File: config.mk
export PLATFORM = sky130hd
export DESIGN_NAME = ram_2x2_bit
export DESIGN_NICKNAME = d
export VERILOG_FILES = /design/src/rtl/ram_2x2_bit.sv
export SDC_FILE = /design/constraint.sdc
export NUM_CORES = 1
export LEC_CHECK = 0
export ABC_AREA = 1
export CAP_MARGIN = 20
export CELL_PAD_IN_SITES_DETAIL_PLACEMENT = 1
export CELL_PAD_IN_SITES_GLOBAL_PLACEMENT = 1
export CORE_AREA = 2 2 39 41
export DETAILED_ROUTE_END_ITERATION = 16
export DIE_AREA = 0 0 41 43
export DONT_BUFFER_PORTS = 1
export PLACE_DENSITY_LB_ADDON = 0.1
export REMOVE_ABC_BUFFERS = 1
export SETUP_SLACK_MARGIN = 0.05
export SYNTH_ARGS = -nofsm -noshare
export SYNTH_HDL_FRONTEND = slang
export SYNTH_SLANG_ARGS = --single-unit
File: constraint.sdc
create_clock -name clk -period 1.69 [get_ports clk]
set_clock_uncertainty 0.1 [all_clocks]
set_input_delay 0.169 -clock clk [delete_from_list [all_inputs] [get_ports clk]]
set_output_delay 0.169 -clock clk [all_outputs]
set_load 0.01 [all_outputs]
File: src/rtl/ram_2x2_bit.sv
// Tiny register file: DEPTH x DATA_W flops, one synchronous write port, two asynchronous read ports.
// Latency: write lands on the rising edge; reads are combinational. Optional WRITE_BYPASS_EN forwards write data.
// Backpressure: none, every write and read is accepted in its cycle.
module ram_2x2_bit #(
    parameter int DATA_W = 2,
    parameter int DEPTH  = 2,
    parameter int ADDR_W = 1
) (
    input  logic              clk,
    input  logic              reset,
    input  logic [DATA_W-1:0] Write_Data,
    input  logic [ADDR_W-1:0] Write_Address,
    input  logic              Write_Enable,
    input  logic [ADDR_W-1:0] Read_Address_1,
    input  logic [ADDR_W-1:0] Read_Address_2,
    output logic [DATA_W-1:0] Read_Data_1,
    output logic [DATA_W-1:0] Read_Data_2
);

    localparam int IDX_W = (DEPTH > 1) ? $clog2(DEPTH) : 1;
    localparam logic [ADDR_W:0] DEPTH_V = (ADDR_W + 1)'(DEPTH);

    logic [DATA_W-1:0] mem [DEPTH];
    logic              wr_ok;

    // Addresses at or beyond DEPTH exist only for non-power-of-two depths.
    function automatic logic in_range(input logic [ADDR_W-1:0] a);
        return ({1'b0, a} < DEPTH_V);
    endfunction

    assign wr_ok = Write_Enable && in_range(Write_Address);

    always_ff @(posedge clk or negedge reset) begin
        if (!reset) begin
            for (int i = 0; i < DEPTH; i++) begin
                mem[i] <= '0;
            end
        end else if (wr_ok) begin
            mem[Write_Address[IDX_W-1:0]] <= Write_Data;
        end
    end

    always_comb begin
        Read_Data_1 = '0;
        if (in_range(Read_Address_1)) begin
            Read_Data_1 = mem[Read_Address_1[IDX_W-1:0]];
        end
`ifdef WRITE_BYPASS_EN
        if (reset && wr_ok && (Read_Address_1 == Write_Address)) begin
            Read_Data_1 = Write_Data;
        end
`endif
    end

    always_comb begin
        Read_Data_2 = '0;
        if (in_range(Read_Address_2)) begin
            Read_Data_2 = mem[Read_Address_2[IDX_W-1:0]];
        end
`ifdef WRITE_BYPASS_EN
        if (reset && wr_ok && (Read_Address_2 == Write_Address)) begin
            Read_Data_2 = Write_Data;
        end
`endif
    end

endmodule

# Word-level counts from Yosys, hierarchy flattened

Cells that the tools add are included.

Equal/unequal tests: 0
$mul: 0
Div/mod/pow operators: 0
Muxes and demuxes: 9
Add/sub/neg operators: 0
Bitwise operators: 3
Reductions and logical operators: 1
Order comparisons: 4
Shifts and indexed selects: 0

Operators by type and width:

| operator                                            | number |
|---|---|
| 2-to-1 mux 2 bit                                    | 7 |
| >= comparator 2 bit (second input constant)         | 3 |
| inverter 1 -> 2 bit                                 | 3 |
| bitwise mux 4 bit                                   | 1 |
| demux 2 bit (select 1 bit)                          | 1 |
| < comparator 2 x 1 -> 1 bit (second input constant) | 1 |
| logical AND 1 bit                                   | 1 |

Word-level logic and storage cells: 19
Output and inout port bits: 4
Latch bits: 0
ROM bits: 0
Flip-flop bits (word level): 4
Input port bits: 8
Memory bits (writable): 0
Memories kept: 0

# Longest topological paths before layout

Depth after elaboration: 6
Gate-level depth with buffers: 4
Gate-level depth less buffers: 4

# Worst setup path after synthesis

No wires, ideal clock.

Path kind: reg-to-output
From: reg mem[2] in the netlist's numbering
To: out Read_Data_1[0]
Setup slack: 0.786 ns
Cell stages (with the launch flop): 3
Arrival: 0.635 ns
Required time: 1.421 ns
Cell sequence: dfrtp_1 > inv_1 > o21ai_0

Longest elaborated chain between the ends: 3

RTL lines:

| item                                                | RTL line | text |
|---|---|---|
| from (decl)                                         | 23       | `logic [DATA_W-1:0] mem [DEPTH];` |
| from (signal, indexed assignment)                   | 39       | `mem[Write_Address[IDX_W-1:0]] <= Write_Data;` |
| 2-to-1 mux 2 bit (not written as such) (3 in a row) | 46       | `Read_Data_1 = mem[Read_Address_1[IDX_W-1:0]];` |
| to (decl)                                           | 16       | `output logic [DATA_W-1:0] Read_Data_1,` |

Every way passes these cells. The select of a mux whose other input is x is not followed.

# Final worst setup path

From: in Write_Address
To: reg mem[0] in the netlist's numbering

Longest elaborated chain between the ends: 6
Elaborated cells on any way between the ends: 7

RTL lines:

| item                                                                                            | RTL line | text |
|---|---|---|
| from (decl)                                                                                     | 12       | `input logic [ADDR_W-1:0] Write_Address,` |
| inverter 1 -> 2 bit (not written as such) *                                                     | 39       |  |
| >= comparator 2 bit (not written as such) / < comparator 2 x 1 -> 1 bit (equally long branches) | 39       |  |
| logical AND 1 bit (not written as such)                                                         | 39       |  |
| 2-to-1 mux 2 bit (not written as such)                                                          | 39       |  |
| demux 2 bit (select 1 bit) *                                                                    | 39       |  |
| bitwise mux 4 bit *                                                                             | 39       |  |

Mark *: on every way between the ends. The rest lies on a longest branch, timed or not.
A chain may end at the register's enable or synchronous reset.

==> results.json <==
{
  "worstPathRequired_ns": 1.71,
  "antenna_found_initial": 0,
  "power_switching_w": 0.0000707,
  "powerDensity_nw_per_um2": 882,
  "cts_setup_buffers": 0,
  "cts_inserted_buffers": 3,
  "core-area_um2": 1380,
  "largest_register": "mem",
  "place_ws_ns": 0.719,
  "p_comb_share_pct": 17.2,
  "power.internal_w": 0.000208,
  "tightest_slew_ns": 0.367,
  "clkPwrFrac_pct": 40.9,
  "ys_ff_latch": 4,
  "ir_worst_vdd_v": 0.000163,
  "n_antenna_cell": 0,
  "tns_ns": 0,
  "cts_htree_levels": 1,
  "swShare_pct": 25.3,
  "drtPass1Iterations": 2,
  "drive_above_1_share_pct": 10.3,
  "clkTransAtPathRegs_ns": 0.03,
  "reg_top3": "mem (4)",
  "power_w": 0.000279,
  "avgRoutedWirePerCell_um": 10.1,
  "cts_hold_buf": 7,
  "muxShareOfSynthArea_pct": 0,
  "synth.area.top_cells": "dfrtp_1 (49%), nand2_1 (26%), nand3_1 (9.8%), o21ai_0 (9.8%), inv_1 (3.7%)",
  "yosys.area.top_type": "dfrtp_1",
  "cap_violations": 0,
  "track_usage_pct": 8.76,
  "stdcell_area_um2": 317,
  "grt_pass1_vias": 251,
  "rows": 14,
  "dieArea_um2": 1760,
  "cts_tree": "done",
  "finalHoldViolCount": 0,
  "dpl-instance-area_um2": 224,
  "clock_latency_ns": 0.23,
  "max_freq_mhz": 726,
  "drc": 0,
  "hold_slack_ns": 0.00473,
  "clock-sinks": 4,
  "rsz0062_at_grt": "no",
  "io_pins": 12,
  "min_path_type": "input port to register",
  "vias": 227,
  "final_nets": 49,
  "period_share_pct": 81.6,
  "synth_xor_area_share_pct": 0,
  "synth-simple-area-share_pct": 35.6,
  "grt_max_degree": 7,
  "area_growth_pct": 55.2,
  "status": "finished, final reports clean",
  "start_util_pct": 14.7,
  "ys_types": 6,
  "cts_root_buffer": "clkbuf_4",
  "setup_violations": 0,
  "gp_congestion": 0.715,
  "critPathKind": "input port to register",
  "antenna_left": 0,
  "synth_top_family_by_area": "simple AND/OR/NAND/NOR gates",
  "drt_wl_total_um": 555,
  "crit_path_max_fanout": 3,
  "die_w_um": 41,
  "slew_headroom_pct": 75.2,
  "cp.arrival_ns": 1.40,
  "syn-instance-count": 29,
  "yosysSeqAreaShare_pct": 49.1,
  "grt_first_pass_wirelength_um": 897,
  "synth_top_area_share_pct": 49.1,
  "pwr-share-seq_pct": 41.9,
  "syn_area_um2": 204,
  "p_leak_nw": 0.149,
  "setup_ws_ns": 0.312,
  "syn_avg_cell_area_um2": 7.03,
  "largest_reg_flops": 4,
  "grt_overflow": 0,
  "end_kind": "register",
  "synth_fa_ha_area_share_pct": 0,
  "maxSlewViolCount": 0,
  "crit_path_start_kind": "input port",
  "vias_per_cell": 4.13,
  "cts.path.max_buffers": 2,
  "cts.repair.resized": 0,
  "yosys_warnings": 0,
  "die_y_um": 43,
  "io_buffers": 0,
  "initialDrtViolationCount": 2,
  "fin_crit_ns": 1.38,
  "synth_compound_gate_area_share_pct": 9.82
}
==> cells by family after synthesis <==
kind of cell | Yosys count
compound gates | 4
buf+inv | 3
flops | 4
simple gates | 18
==> cells in the final DEF (no fill, tap or decap) <==
cell type,count
o21ai_0,4
inv_1,2
dlygate4sd3_1,7
inv_2,1
nand2_1,14
clkbuf_4,3
dfrtp_1,4
nand3_1,4
==> cells in the mapped netlist (all sizes together) <==
cell type and n:
nand2 14, dfrtp 4, nand3 4, o21ai 4, inv 3
==> power by group through the flow <==
stage / Clock, W / Sequential [W] / Combinational, W
after floorplan: 0 / 0.000115 / 0.0000302
after global placement: 0 / 0.000118 / 0.0000358
after detailed placement: 0 / 0.000119 / 0.0000360
after CTS: 0.000121 / 0.000118 / 0.0000489
after global routing: 0.000133 / 0.000119 / 0.0000564
final: 0.000114 / 0.000117 / 0.0000479
==> final timing paths <==
kind | to | startpoint | depth (start not counted) | slack (ns)
setup / recovery | mem[0] | Write_Address | 4 | 0.31
hold / removal | mem[1] | Write_Data[1] | 2 | 0.005
setup reg to reg | mem[1] | mem[1] | 2 | 0.96
hold reg to reg | mem[2] | mem[2] | 2 | 0.37
max in group asynchronous | mem[0] | reset | 1 | 1.22
min in group asynchronous | mem[3] | reset | 1 | 0.11
==> per-stage QoR <==
step / util (%) / cells
floorplan: - / 29
global placement: 16.2 / 45
detailed placement: 16.2 / 45
CTS: 22.9 / 55
global route: 22.9 / 55
finish: 22.9 / 55
==> metal layers <==
| layer | vias to the layer above | wire [µm] | part of all wire, % | track usage, % |
|---|---|---|---|---|
| met5 | - | 0 | 0 | 0 |
| met4 | 0 | 25 | 4.5 | 10.0 |
| met3 | 3 | 51 | 9.2 | 4.71 |
| met2 | 13 | 261 | 47 | 11.9 |
| met1 | 99 | 217 | 39 | 8.12 |
| li1 | 112 | - | - | - |
==> area by class of cell <==
cell class / count / area [µm²]
fillers: 188 / 1070
inverters: 3 / 11.3
repair buffers: 7 / 70.1
multi-input cells: 22 / 92.6
well taps: 16 / 20.0
flip-flops and latches: 4 / 100
clock buffers: 3 / 22.5
==> worst max-delay path, stage by stage <==
cell and delay (ns):
dlygate4sd3_1 0.55, nand3_1 0.07, dlygate4sd3_1 0.55, nand2_1 0.06
Power figures use the tool's default switching activity.
